<file path="config.mk">
export PLATFORM = sky130hd
export DESIGN_NAME = ed_threshold_ctrl
export DESIGN_NICKNAME = d
export VERILOG_FILES = /design/src/rtl/ed_pkg.sv /design/src/rtl/ed_calib_accum.sv /design/src/rtl/ed_threshold_ctrl.sv
export SDC_FILE = /design/constraint.sdc
export NUM_CORES = 1
export LEC_CHECK = 0
export CORE_UTILIZATION = 51
export CTS_CLUSTER_DIAMETER = 40
export CTS_CLUSTER_SIZE = 14
export DETAILED_ROUTE_END_ITERATION = 8
export PLACE_DENSITY = 0.86
export SYNTH_ARGS = -nofsm -noshare
export SYNTH_HDL_FRONTEND = slang
export SYNTH_HIERARCHICAL = 1
export SYNTH_SLANG_ARGS = --single-unit
</file>
<file path="constraint.sdc">
create_clock -name clk -period 4.3 [get_ports clk]
set_input_delay 1.075 -clock clk [delete_from_list [all_inputs] [get_ports clk]]
set_output_delay 1.075 -clock clk [all_outputs]
set_load 0.01 [all_outputs]
</file>
<file path="src/rtl/ed_pkg.sv">
// Shared types and constants for the energy-difference spike detector.
package ed_pkg;

   localparam int unsigned ENERGY_W       = 32;
   localparam int unsigned DEF_MIN_THRESH = 500;

   typedef enum logic [1:0] {
      ED_IDLE    = 2'd0,
      ED_TRAIN   = 2'd1,
      ED_OPERATE = 2'd2,
      ED_REFRACT = 2'd3
   } ed_state_e;

endpackage : ed_pkg

</file>
<file path="src/rtl/ed_calib_accum.sv">
// Calibration accumulator: sums 2^LOG2_TRAIN energy samples and offers the
// scaled, saturated and floored threshold alongside a done strobe.
module ed_calib_accum
   import ed_pkg::*;
#(
   parameter int unsigned LOG2_TRAIN  = 6,
   parameter int unsigned SCALE_SHIFT = 2,
   parameter int unsigned MIN_THRESH  = DEF_MIN_THRESH
) (
   input  logic                clk,
   input  logic                rst,
   input  logic                clear,
   input  logic                valid,
   input  logic [ENERGY_W-1:0] energy,
   output logic                done,
   output logic [ENERGY_W-1:0] thr
);

   localparam int unsigned ACC_W = ENERGY_W + LOG2_TRAIN;
   localparam int unsigned SHL_W = ENERGY_W + SCALE_SHIFT;

   logic [ACC_W-1:0]      r_acc;
   logic [LOG2_TRAIN-1:0] r_cnt;
   logic [ACC_W-1:0]      w_acc_next;
   logic [ENERGY_W-1:0]   w_mean;
   logic [SHL_W-1:0]      w_shl;
   logic [ENERGY_W-1:0]   w_scaled;

   assign w_acc_next = r_acc + ACC_W'(energy);
   assign w_mean     = w_acc_next[LOG2_TRAIN +: ENERGY_W];
   assign w_shl      = SHL_W'(w_mean) << SCALE_SHIFT;
   // Any bit shifted past ENERGY_W means the threshold would wrap, so pin it high.
   assign w_scaled   = ((w_shl >> ENERGY_W) != '0) ? '1 : w_shl[ENERGY_W-1:0];
   assign thr        = (w_scaled < ENERGY_W'(MIN_THRESH)) ? ENERGY_W'(MIN_THRESH) : w_scaled;
   assign done       = valid && (r_cnt == '1);

   // NOTE: sequential state uses non-blocking assignments so every register samples pre-edge values.
   always_ff @(posedge clk or posedge rst) begin
      if (rst) begin
         r_acc <= '0;
         r_cnt <= '0;
      end else if (clear) begin
         r_acc <= '0;
         r_cnt <= '0;
      end else if (valid) begin
         r_acc <= done ? '0 : w_acc_next;
         r_cnt <= r_cnt + 1'b1;
      end
   end

endmodule : ed_calib_accum

</file>
<file path="src/rtl/ed_threshold_ctrl.sv">
// Spike detector sequencer: calibrate, compare against the adaptive threshold,
// then hold off re-triggering for REFRACT_LEN valid samples.
module ed_threshold_ctrl
   import ed_pkg::*;
#(
   parameter int unsigned LOG2_TRAIN  = 6,
   parameter int unsigned SCALE_SHIFT = 2,
   parameter int unsigned MIN_THRESH  = DEF_MIN_THRESH,
   parameter int unsigned REFRACT_LEN = 16
) (
   input  logic                clk,
   input  logic                rst,
   input  logic                start,
   input  logic                recal,
   input  logic                energy_valid,
   input  logic [ENERGY_W-1:0] energy,
   output logic [ENERGY_W-1:0] threshold,
   output logic                thr_valid,
   output logic                spike_event,
   output logic                training,
   output logic [1:0]          state_o
);

   localparam int unsigned RC_W = $clog2(REFRACT_LEN + 1);

   ed_state_e           r_state;
   logic [ENERGY_W-1:0] r_threshold;
   logic                r_thr_valid;
   logic                r_spike;
   logic                r_training;
   logic [RC_W-1:0]     r_rcnt;
   logic                w_calib_done;
   logic [ENERGY_W-1:0] w_calib_thr;

   // Accumulator stays cleared outside TRAIN, so every calibration starts from zero.
   ed_calib_accum #(
      .LOG2_TRAIN  (LOG2_TRAIN),
      .SCALE_SHIFT (SCALE_SHIFT),
      .MIN_THRESH  (MIN_THRESH)
   ) u_calib (
      .clk    (clk),
      .rst    (rst),
      .clear  (r_state != ED_TRAIN),
      .valid  (energy_valid && (r_state == ED_TRAIN)),
      .energy (energy),
      .done   (w_calib_done),
      .thr    (w_calib_thr)
   );

   always_ff @(posedge clk or posedge rst) begin
      if (rst) begin
         r_state     <= ED_IDLE;
         r_threshold <= ENERGY_W'(MIN_THRESH);
         r_thr_valid <= 1'b0;
         r_spike     <= 1'b0;
         r_training  <= 1'b0;
         r_rcnt      <= '0;
      end else begin
         r_spike <= 1'b0;
         case (r_state)
            ED_IDLE: begin
               if (start) begin
                  r_state    <= ED_TRAIN;
                  r_training <= 1'b1;
               end
            end
            ED_TRAIN: begin
               if (w_calib_done) begin
                  r_threshold <= w_calib_thr;
                  r_thr_valid <= 1'b1;
                  r_state     <= ED_OPERATE;
                  r_training  <= 1'b0;
               end
            end
            ED_OPERATE: begin
               if (recal) begin
                  r_state    <= ED_TRAIN;
                  r_training <= 1'b1;
                  r_rcnt     <= '0;
               end else if (energy_valid && (energy > r_threshold)) begin
                  r_spike <= 1'b1;
                  r_state <= ED_REFRACT;
                  r_rcnt  <= '0;
               end
            end
            ED_REFRACT: begin
               if (recal) begin
                  r_state    <= ED_TRAIN;
                  r_training <= 1'b1;
                  r_rcnt     <= '0;
               end else if (energy_valid) begin
                  if (r_rcnt == RC_W'(REFRACT_LEN - 1)) begin
                     r_state <= ED_OPERATE;
                     r_rcnt  <= '0;
                  end else begin
                     r_rcnt <= r_rcnt + 1'b1;
                  end
               end
            end
            default: r_state <= ED_IDLE;
         endcase
      end
   end

   assign threshold   = r_threshold;
   assign thr_valid   = r_thr_valid;
   assign spike_event = r_spike;
   assign training    = r_training;
   assign state_o     = r_state;

endmodule : ed_threshold_ctrl
</file>
**Word-level counts from Yosys, hierarchy flattened**

Index checks and enable logic that the tools add are counted.

- $add $sub $neg: 3
- Magnitude comparators: 2
- Equal/unequal tests: 12
- Mux-type cells: 28
- Reduce and logical (&&, ||, !) cells: 12

Operator list:

| operator | count |
|---|---|
| 2-to-1 mux 38 bit | 3 |
| 2-to-1 mux 32 bit | 2 |
| adder 38 x 32 -> 38 bit | 1 |
| nonzero test 34 bit | 1 |
| > comparator 32 bit | 1 |
| less-than comparator 32 x 9 -> 1 bit, second input constant | 1 |
| 2-to-1 mux 5 bit | 5 |
| 2-to-1 mux 2 bit | 7 |
| 2-to-1 mux 6 bit | 2 |
| case mux 5 bit (2 select lines) | 1 |
| inequality test 3 bit, second input constant | 3 |
| case mux 2 bit (4 select lines) | 1 |
| adder 6 x 1 -> 6 bit, second input constant | 1 |
| equality test 6 bit, second input constant | 1 |
| 2-to-1 mux 1 bit | 6 |
| inequality test 2 x 1 -> 1 bit, second input constant | 3 |
| AND reduction 3 bit | 2 |
| adder 5 x 1 -> 5 bit, second input constant | 1 |
| equality test 5 x 4 -> 1 bit, second input constant | 1 |
| AND reduction 5 bit | 1 |
| equality test 2 bit, second input constant | 2 |
| nonzero test 2 bit | 2 |
| logical AND 1 bit | 3 |
| case mux 1 bit (3 select lines) | 1 |
| other kinds (5) | 5 |

- Register bits: 86
- Bits of input ports: 37
- Output and inout bits: 37
- Logic and storage cells: 65

**Depth between registers and ports, before layout**

Gate-level depths: netlist of the first run.

- Depth in word-level cells: 6
- Mapped depth: 14
- Depth with buffers taken out: 14

**Modules after synthesis**

Netlist of the first run, hierarchy kept.

Modules (own cells, without submodules):

| module | instances | cells an instance | area an instance (um2) | sequential area each (um2) |
|---|---|---|---|---|
| ed_calib_accum | 1 | 503 | 3933.8 | 1101.1 |
| ed_threshold_ctrl | 1 | 235 | 2534.9 | 1058.5 |

**Worst setup path after synthesis of the first run**

OpenSTA, ideal clock, no wires.

- Path type: input port to flip-flop
- From: input energy[0]
- To: register r_threshold[12], in the netlist threshold[12]
- Setup time: 0.125 ns
- Data arrival time: 3.789 ns
- Data required time: 4.175 ns
- Slack: 0.386 ns
- Stages: 14
- Buffers on the path: 0
- Cell sequence: ha_1 -> inv_1 -> fa_1 -> nand2b_1 -> a21oi_2 -> o21ai_2 -> a2111oi_2 -> o21ai_0 -> a21oi_1 -> xor2_1 -> nor2_2 -> inv_1 -> or2_2 -> mux2_2

- Cells in the longest elaborated chain, start to end: 5

Ends and longest elaborated chain:

| item | line | RTL |
|---|---|---|
| start, declared | ed_threshold_ctrl.sv:16 | `input logic [ENERGY_W-1:0] energy,` |
| adder 38 x 32 -> 38 bit * | ed_calib_accum.sv:29 | `assign w_acc_next = r_acc + ACC_W'(energy);` |
| nonzero test 34 bit | ed_calib_accum.sv:33 | `assign w_scaled = ((w_shl >> ENERGY_W) != '0) ? '1 : w_shl[ENERGY_W-1:0];` |
| 2-to-1 mux 32 bit * | ed_calib_accum.sv:33 |  |
| less-than comparator 32 x 9 -> 1 bit | ed_calib_accum.sv:34 | `assign thr = (w_scaled < ENERGY_W'(MIN_THRESH)) ? ENERGY_W'(MIN_THRESH) : w_scaled;` |
| 2-to-1 mux 32 bit * | ed_calib_accum.sv:34 |  |
| via w_calib_thr[12] | ed_threshold_ctrl.sv:33 | `logic [ENERGY_W-1:0] w_calib_thr;` |
| end signal, assigned | ed_threshold_ctrl.sv:53 | `r_threshold <= ENERGY_W'(MIN_THRESH);` |
| end signal, assigned | ed_threshold_ctrl.sv:69 | `r_threshold <= w_calib_thr;` |
| end, declared | ed_threshold_ctrl.sv:27 | `logic [ENERGY_W-1:0] r_threshold;` |

The timed path passes the listed nets; every way through them passes the cells marked *.
A chain may end at the register's enable or synchronous reset.

**Worst setup path in the final report of the first run**

- From: input energy[7]
- To: register r_threshold[3], in the netlist threshold[3]

Same word-level chain as after synthesis.

==> metrics.md, run 1 <==
| Metric | Value |
|---|---|
| # diodes | `0` |
| Final Hold Vio Count | `0` |
| Layout cells sized above 1 | `0.222` |
| Share of the synthesized area in the top cell type | `0.309` |
| Pwr Density | `659 nW/um^2` |
| Starting density of the core | `0.530` |
| Period utilisation layout | `0.973` |
| Final WS setup | `0.114 ns` |
| Met1 Usage GRT | `0.382` |
| Worst-margin pin slew | `1.09 ns` |
| Synthesis Warnings | `6` |
| Routability cong. | `1.02` |
| Top_reg_cell synth | `dfrtp_1` |
| Clock root buffer | `clkbuf_16` |
| Synth Register Bits | `86` |
| Average footprint of a synthesized cell | `8.77 sq um` |
| Vias per Instance | `5.91` |
| Normalized max-slew margin | `0.268` |
| Die Wd | `115 um` |
| Pin count of the biggest net entering global routing | `32` |
| Post-Syn Nets | `842` |
| CP Capture Type | `flip-flop` |
| Synth cell types | `74` |
| H-tree Lvls | `3` |
| Core area | `12200 sq um` |
| DR pass1 iterations | `5` |
| Clock transition at the registers of the reported paths | `0.06 ns` |
| Met3 Use GR | `0.0593` |
| Post-synth EDFFs | `0` |
| P_leak | `3.93 nW` |
| Row Count | `40` |
| WL per Instance | `17.4 um` |
| Max-slew violation total from the final report | `0` |
| Worst Skew | `0.00896 ns` |
| Final Setup Violations | `0` |
| Busiest grt layer | `met2` |
| Number of global-route vias before repair | `6445` |
| Initial antenna violation count | `0` |
| Die area | `13100 sq um` |
| Max VDD drop | `335 uV` |
| CTS tree | `yes` |
| Sum Neg Setup Slack | `0 ns` |
| First-pass GRT wire length | `31200 um` |
| # fillers | `926` |
| Worst Path Max Fanout | `4` |
| Most common cell in the netlist | `nand2_1` |
| Synth-to-Final Area Change | `33.3%` |
| Nets | `1026` |
| Iter 0 DRT Violations | `535` |
| Num ports | `74` |
| Arrival @ worst endpoint | `4.42 ns` |
| Vias | `6471` |
| CTS Buffer Depth | `2` |
| Total length of routed wires | `19100 um` |
| Crit path kind | `primary input to flip-flop` |
| Mapped Cells | `738` |
| WP data required | `4.54 ns` |
| Gr ovfl total | `0` |
| Status | `finished, final reports clean` |
| Asr flop ratio synth | `1.00` |
| Post-route ant nets | `0` |
| Tot GR Track Use | `0.305` |
| Max_cap viols | `0` |
| Ranking of synthesized cells by area | `dfrtp_1 (31%), ha_1 (13%), nand2_1 (6.2%)` |
| Total power | `5.68 mW` |
| Fmax | `239 MHz` |
| Die Y-Extent | `115 um` |
| Crit path launch type | `primary input` |
| Final HPWL DP | `14600 um` |
| Clk Latency, worst-skew pair | `0.36 ns` |
| CTS Buf Count | `9` |
| CTS Hold Bufs | `0` |
| Final min period | `4.19 ns` |
| I/O Buffers | `73` |
| Layout Utilization | `0.706` |
| Minimum hold slack | `0.464 ns` |
| Yosys top cell by area | `dfrtp_1` |
| Synthesized area | `6470 sq um` |
| Clk sinks | `86` |
| Hold Crit Class | `flip-flop to flip-flop` |
| Synth cell count leaders | `nand2_1 (106), dfrtp_1 (80), ha_1 (66)` |
| Pre-CTS WS | `-0.357 ns` |
| Sequential share of the synthesized area | `0.334` |
| Met2 GRT Util | `0.502` |
| Residual DRC count | `0` |
-- layout make-up --
| class | instances | area (sq um) | area share |
|---|---|---|---|
| Clock buffer | 11 | 243 | 0.0281 |
| Timing Repair Buffer | 201 | 1700 | 0.197 |
| Multi-Input combinational cell | 572 | 4060 | 0.471 |
| Sequential cell | 86 | 2160 | 0.250 |
| Inverter | 52 | 195 | 0.0226 |
| Tap cell | 168 | 210 | 0.0244 |
| Clock inverter | 5 | 58.8 | 0.00682 |
-- what timing repair did --
action | in CTS | in global routing
pin swaps | 0 | 12
setup buffers | 0 | 2
setup endpoints to repair | 6 | 32
gates resized for setup | 1 | 16
cloned | 0 | 0
-- placed cells by master (no fill, tap or decap), types with 3 or more instances in the layout --
cell,Yosys,layout
a31o_2,3,3
dfrtp_1,80,80
a211oi_1,8,7
dfstp_2,6,6
mux2i_1,3,3
o31ai_1,5,5
inv_1,50,48
a21o_1,8,8
a22o_1,8,8
nand3_1,12,12
a21oi_1,59,56
clkdlybuf4s50_1,0,71
and4_1,3,3
nor3_1,4,4
mux2_2,24,24
o211ai_1,8,8
nor3b_1,3,3
o21ai_1,4,6
and2_1,3,3
xor2_1,14,14
nand2b_1,12,11
ha_1,66,65
nor2_1,35,34
clkbuf_16,0,9
xnor2_1,21,21
mux2_1,8,8
o221ai_1,3,3
or3_1,4,4
buf_4,2,128
a31oi_1,5,5
nand4_1,23,23
a21oi_2,2,4
o21a_1,6,6
o21ai_0,64,61
nand2_1,106,106
-- worst max-delay path, cell delays in order --
cell	delay, ns
clkdlybuf4s50_1	0.45
ha_1	0.35
a21oi_1	0.39
o21ai_0	0.25
nor2_1	0.20
a21oi_1	0.13
buf_4	0.16
nor3_1	0.20
o22ai_1	0.15
nor4_2	0.29
nand4_1	0.18
o31ai_1	0.22
nand2_1	0.09
mux2_1	0.29
-- sequential cells by signal, indices dropped and copies added (netlist names) --
register	flops
training	1
u_calib/r_cnt	6
u_calib/r_acc	38
threshold	32
r_rcnt	5
spike_event	1
thr_valid	1
state_o	2
-- power breakdown --
part	switching, mW	internal [mW]
sequential	0.186	1.05
clock	0.341	0.467
combinational	1.89	1.75
total	2.41	3.27
-- kinds of logic after synthesis --
family                   share of synthesized area
multiplexers                                0.0627
AO/OA/AOI/OAI                                0.210
flip-flops                                   0.334
adder cells (fa/ha/maj)                      0.131
buffers and inverters                       0.0491
XOR/XNOR                                    0.0474
AND/OR/NAND/NOR                              0.166
-- routing by layer --
layer | up-vias | part of all wire
li1 | 3023 | -
met1 | 3100 | 0.42
met2 | 287 | 0.47
met3 | 61 | 0.073
met4 | 0 | 0.039
met5 | - | 0
-- final timing paths --
kind | slack, ns | depth (start not counted) | endpoint | start
max in group asynchronous | 2.33 | 3 | threshold[15] | rst
hold reg to reg | 0.46 | 1 | thr_valid | thr_valid
setup reg to reg | 0.92 | 13 | threshold[3] | u_calib/r_acc[7]
min in group asynchronous | 1.14 | 2 | u_calib/r_cnt[1] | rst
setup / recovery | 0.11 | 14 | threshold[3] | energy[7]
hold / removal | 0.46 | 1 | thr_valid | thr_valid
-- metrics by stage --
step                      area, sq um  instances
after floorplan                  6470        738
after global placement           8240       1077
after detailed placement         8240       1077
after CTS                        8540       1093
after global routing             8620       1095
final                            8620       1095
Power figures use the tool's default switching activity.
==> run 2, diff against run 1 <==
clock period = 5.3 ns   (was 4.3 ns; I/O delays follow)
==> metrics.md, run 2 (synthesis gave the netlist of run 1 again) <==
| Metric | Value |
|---|---|
| Status | `finished, final reports clean` |
| Post-CTS Resized | `0 (-1)` |
| H-tree Lvls | `3 (unchanged)` |
| Max-slew violation total from the final report | `0 (unchanged)` |
| I/O Buffers | `73 (unchanged)` |
| Final HPWL DP | `12800 um (-12%)` |
| Clk Latency, worst-skew pair | `0.36 ns (about the same)` |
| Max reg flops | `38 (unchanged)` |
| Sum Neg Setup Slack | `0 ns (unchanged)` |
| P_leak | `3.34 nW (-15%)` |
| Slowest stage delay, CP | `0.51 ns (+0.06 ns)` |
| Pre-CTS WS | `0.233 ns (+0.590 ns)` |
| Initial antenna violation count | `0 (unchanged)` |
| Iter 0 DRT Violations | `528 (-1.3%)` |
| Row Count | `40 (unchanged)` |
| CP Capture Type | `flip-flop` |
| Routability cong. | `0.938 (-8.4%)` |
| Final min period | `4.75 ns` |
| Total length of routed wires | `17200 um (-9.8%)` |
| Core area | `12200 sq um (unchanged)` |
| Number of global-route vias before repair | `5715 (-11%)` |
| Final WS setup | `0.546 ns (+0.432 ns)` |
| DR pass1 iterations | `5 (unchanged)` |
| Total power | `3.91 mW (-31%)` |
| Final Setup Violations | `0 (unchanged)` |
| Crit path launch type | `primary input` |
| Clock transition at the registers of the reported paths | `0.07 ns (about the same)` |
| RSZ-0062 raised after global routing | `false` |
| CTS Buffer Depth | `2 (unchanged)` |
| Clock root buffer | `clkbuf_16` |
| Worst Skew | `0.0114 ns (+0.00246 ns)` |
| Layout cells sized above 1 | `0.0955 (-0.127)` |
| Num ports | `74 (unchanged)` |
| Pwr Density | `509 nW/um^2 (-23%)` |
| Max VDD drop | `274 uV (-18%)` |
| Starting density of the core | `0.530 (unchanged)` |
| Clk sinks | `86 (unchanged)` |
| Period utilisation layout | `0.897` |
| Gr ovfl total | `0 (unchanged)` |
| Arrival @ worst endpoint | `4.99 ns (+0.57 ns)` |
| Pin count of the biggest net entering global routing | `45 (+41%)` |
| Tot GR Track Use | `0.275 (-0.0300)` |
| Top reg by flops | `u_calib/r_acc` |
| Fmax | `210 MHz` |
| Commonest non-fill, non-tap cell in the layout | `nand2_1` |
| Synth-to-Final Area Change | `18.7%` |
| WP data required | `5.54 ns (+1.00 ns)` |
| WL per Instance | `17.7 um (+1.4%)` |
| Max_cap viols | `0 (unchanged)` |
| Post-route ant nets | `0 (unchanged)` |
| CTS tree | `yes` |
| Vias per Instance | `6.04 (+2.2%)` |
| Final Hold Vio Count | `0 (unchanged)` |
| CTS Buf Count | `9 (unchanged)` |
| Crit path kind | `primary input to flip-flop` |
| Vias | `5884 (-9.1%)` |
| Reg2reg setup slack | `1.64 ns (+0.72 ns)` |
| Hold Crit Class | `flip-flop to flip-flop` |
| Die area | `13100 sq um (unchanged)` |
| Die Wd | `115 um (unchanged)` |
| Worst Path Max Fanout | `5 (+1)` |
| First-pass GRT wire length | `28000 um (-10%)` |
| Residual DRC count | `0 (unchanged)` |
| Slowest CP cell | `clkdlybuf4s50_1` |
| Nets | `905 (-12%)` |
| Normalized max-slew margin | `0.345 (+0.0771)` |
| CP Cell Sequence | `clkdlybuf4s50_1 -> ha_1 -> inv_1 -> fa_1 -> nand2b_1 -> a21oi_2 -> o21ai_0 -> a21oi_1 -> mux2i_1 -> o22ai_1 -> nor4_1 -> nand4_1 -> o31ai_1 -> nand2_1 -> mux2_1` |
| Die Y-Extent | `115 um (unchanged)` |
| Post CTS Setup Buffer Count | `0 (unchanged)` |
| Worst-margin pin slew | `0.980 ns (-0.111 ns)` |
| CTS Hold Bufs | `0 (unchanged)` |
| # diodes | `0 (unchanged)` |
| Commonest non-fill, non-tap cells in the layout | `nand2_1 (106), dfrtp_1 (80), clkdlybuf4s50_1 (73)` |
## run 2: changes by cell type in the layout (fill, tap and decap cells not counted), sizes merged, moves of 2 or more
cell,delta
clkdlybuf4s50,+2
dlymetal6s2s,-2
buf,-121
clkinvlp,-2
## run 2: final cells by class
cell class                 instances  area [sq um]
inverter                          52           195
multi-input combinational        572          4000
fill                            1064          4530
clock buffer                      10           239
clock inverter                     6          91.3
sequential                        86          2160
timing repair buffer              80           783
tap                              168           210
## run 2: worst max-delay path, delay by kind of cell
family,cells,cell delay (ns)
and+or+nand+nor,4,0.71
muxes,2,0.59
AOI/OAI and AO/OA,5,1.24
adders and majority gates,2,0.57
buffers and inverters,2,0.57
## run 2: stage by stage
| stage | utilization | instances | area [sq um] | hold slack (ns) |
|---|---|---|---|---|
| 3_5_place_dp | 0.602 | 958 | 7350 | 0.457 |
| 3_3_place_gp | 0.602 | 958 | 7350 | 0.453 |
| 5_1_grt | 0.629 | 974 | 7680 | 0.486 |
| 2_1_floorplan | - | 738 | 6470 | 0.453 |
| 6_report | 0.629 | 974 | 7680 | 0.471 |
| 4_1_cts | 0.629 | 974 | 7680 | 0.476 |
## run 2: final timing paths
| check | from | end | depth (start not counted) |
|---|---|---|---|
| hold / removal | thr_valid | thr_valid | 1 |
| setup reg to reg | u_calib/r_acc[5] | threshold[7] | 12 |
| max in group asynchronous | rst | threshold[8] | 3 |
| hold reg to reg | thr_valid | thr_valid | 1 |
| setup / recovery | energy[0] | threshold[3] | 15 |
| min in group asynchronous | rst | threshold[28] | 2 |
## run 2: where the power goes
part	internal, mW	leakage (nW)	total [mW]	switching (mW)
combinational	0.860	2.08	2.19	1.33
sequential	0.853	1.09	1.00	0.148
clock	0.429	0.163	0.714	0.285
## run 2: metal layers
metal	track usage	vias up	routed length, um
li1	-	2779	-
met1	0.366	2842	7740
met2	0.443	233	8000
met3	0.0503	30	1120
met4	0.110	0	369
met5	0	-	0
==> run 3, diff against run 2 <==
CAP_MARGIN = 40   (was not set)
DONT_BUFFER_PORTS = 1   (was not set)
PLACE_DENSITY = 0.78   (was 0.86)
==> metrics.md, run 3 (synthesis gave the netlist of run 1 again) <==
| Metric | Value |
|---|---|
| Status | `finished, final reports clean` |
| DR pass1 iterations | `4 (-1)` |
| Post CTS Setup Buffer Count | `0 (unchanged)` |
| Row Count | `40 (unchanged)` |
| RSZ-0062 raised after global routing | `false` |
| Final Hold Vio Count | `0 (unchanged)` |
| CTS Buf Count | `9 (unchanged)` |
| Commonest non-fill, non-tap cell in the layout | `nand2_1` |
| CP Cell Sequence | `ha_1 -> inv_1 -> fa_1 -> nand2b_1 -> a21oi_2 -> o21ai_0 -> a211oi_1 -> nor2_1 -> o21ai_0 -> xnor2_1 -> nand4_1 -> o31ai_1 -> nand2_1 -> mux2_1` |
| CTS Hold Bufs | `0 (unchanged)` |
| WP data required | `5.53 ns (about the same)` |
| Layout cells sized above 1 | `0.104 (+0.00843)` |
| Die Y-Extent | `115 um (unchanged)` |
| Worst Path Max Fanout | `5 (unchanged)` |
| Max reg flops | `38 (unchanged)` |
| WL per Instance | `19.9 um (+13%)` |
| Top reg by flops | `u_calib/r_acc` |
| Number of global-route vias before repair | `5765 (+0.87%)` |
| Footprint of the multi-input gates | `4000 sq um (+0.13%)` |
| First-pass GRT wire length | `29000 um (+3.8%)` |
| I/O Buffers | `0 (-100%)` |
| Period utilisation layout | `0.835 (-0.0623)` |
| Iter 0 DRT Violations | `358 (-32%)` |
| Clock transition at the registers of the reported paths | `0.06 ns (about the same)` |
| Fmax | `226 MHz (+7.5%)` |
| P_leak | `3.05 nW (-8.8%)` |
| Normalized max-slew margin | `0.378 (+0.0325)` |
| Slowest stage delay, CP | `0.38 ns (-0.13 ns)` |
| Clk sinks | `86 (unchanged)` |
| Commonest non-fill, non-tap cells in the layout | `nand2_1 (106), dfrtp_1 (80), ha_1 (66)` |
| Total length of routed wires | `17900 um (+4.0%)` |
| Final min period | `4.42 ns (-0.330 ns)` |
| Reg2reg setup slack | `1.48 ns (-0.16 ns)` |
| Pin count of the biggest net entering global routing | `45 (unchanged)` |
| Pwr Density | `543 nW/um^2 (+6.6%)` |
| Crit path kind | `primary input to flip-flop` |
| Final WS setup | `0.876 ns (+0.330 ns)` |
| Nets | `830 (-8.3%)` |
| Routability cong. | `0.950 (+1.3%)` |
| CP dominant cell by count | `o21ai_0` |
| Hold Crit Class | `flip-flop to flip-flop` |
| Vias per Instance | `6.25 (+3.4%)` |
| Total power | `3.76 mW (-3.9%)` |
| Tot GR Track Use | `0.288 (+0.0128)` |
| Die area | `13100 sq um (unchanged)` |
| Synth-to-Final Area Change | `6.96%` |
| CTS tree | `yes` |
| Minimum hold slack | `0.494 ns (+0.0234 ns)` |
| CP Capture Type | `flip-flop` |
| Pre-CTS WS | `0.623 ns (+0.390 ns)` |
| Starting density of the core | `0.530 (unchanged)` |
| Worst-margin pin slew | `0.930 ns (-0.0504 ns)` |
| Clk Latency, worst-skew pair | `0.35 ns (about the same)` |
| Met1 wire length | `7700 um (-0.50%)` |
| Seq. cell area | `2160 sq um (unchanged)` |
| Arrival @ worst endpoint | `4.65 ns (-0.34 ns)` |
| Post-CTS Resized | `0 (unchanged)` |
| # diodes | `0 (unchanged)` |
| Core area | `12200 sq um (unchanged)` |
| CTS Buffer Depth | `2 (unchanged)` |
| Gr ovfl total | `0 (unchanged)` |
| Vias | `5615 (-4.6%)` |
| Crit path launch type | `primary input` |
| Max VDD drop | `331 uV (+21%)` |
| Final Setup Violations | `0 (unchanged)` |
| Initial antenna violation count | `0 (unchanged)` |
| Die Wd | `115 um (unchanged)` |
| Residual DRC count | `0 (unchanged)` |
| # fillers | `1118 (+5.1%)` |
| Metal3 WL | `1290 um (+16%)` |
| Worst Skew | `0.0103 ns (-0.00116 ns)` |
| DR top layer | `met4` |
| Sum Neg Setup Slack | `0 ns (unchanged)` |
| Met2 wire len | `8570 um (+7.1%)` |
| Clock root buffer | `clkbuf_16` |
| Num ports | `74 (unchanged)` |
| Max_cap viols | `0 (unchanged)` |
| H-tree Lvls | `3 (unchanged)` |
| Final HPWL DP | `14000 um (+9.1%)` |
| Post-route ant nets | `0 (unchanged)` |
| Slowest CP cell | `fa_1` |
| Max-slew violation total from the final report | `0 (unchanged)` |
==> run 3: cell types whose count changed in the layout (fill, tap and decap cells not counted) <==
cell / previous run / this run
clkinvlp_4: 0 / 3
buf_16: 0 / 1
nor3b_2: 2 / 3
nor3b_1: 3 / 2
buf_4: 7 / 4
clkdlybuf4s50_1: 73 / 0
clkinv_4: 1 / 0
clkinv_2: 1 / 0
bufinv_16: 2 / 0
clkbuf_8: 1 / 2
==> run 3: path summary, 6_finish.rpt <==
path,start,to,cells after the start
max,energy[0],threshold[3],14
min,u_calib/r_acc[21],u_calib/r_acc[21],2
max reg2reg,u_calib/r_acc[0],threshold[3],14
min reg2reg,u_calib/r_acc[21],u_calib/r_acc[21],2
max in group asynchronous,rst,u_calib/r_acc[25],2
min in group asynchronous,rst,r_rcnt[1],2
==> run 3: routing by layer <==
metal,up-vias,track usage
li1,2629,-
met1,2744,0.355
met2,213,0.488
met3,29,0.0810
met4,0,0.0900
met5,-,0
==> run 3: cell type report <==
class,count,share of cell area
clock inverters,5,0.00579
flip-flops and latches,86,0.312
clock buffers,11,0.0365
inverters,52,0.0282
multi-input cells,572,0.579
repair buffers,5,0.00832
well taps,168,0.0304
==> run 3: stage by stage <==
stage,area [sq um],instances,util
global route,6920,899,0.567
detailed placement,6630,883,0.543
finish,6920,899,0.567
CTS,6920,899,0.567
floorplan,6470,738,-
global placement,6600,882,0.540
==> run 3: where the power goes <==
group	switching (mW)	internal (mW)
clock network	0.270	0.346
logic	1.33	0.789
registers	0.168	0.853
total	1.77	1.99
==> run 3: worst max-delay path: cells and delay by family <==
| kind | cells | cell delay, ns |
|---|---|---|
| xor+xnor | 1 | 0.25 |
| fa+ha+maj | 2 | 0.57 |
| buf+inv | 1 | 0.07 |
| mux | 1 | 0.29 |
| compound gates | 5 | 1.43 |
| simple gates | 4 | 0.71 |
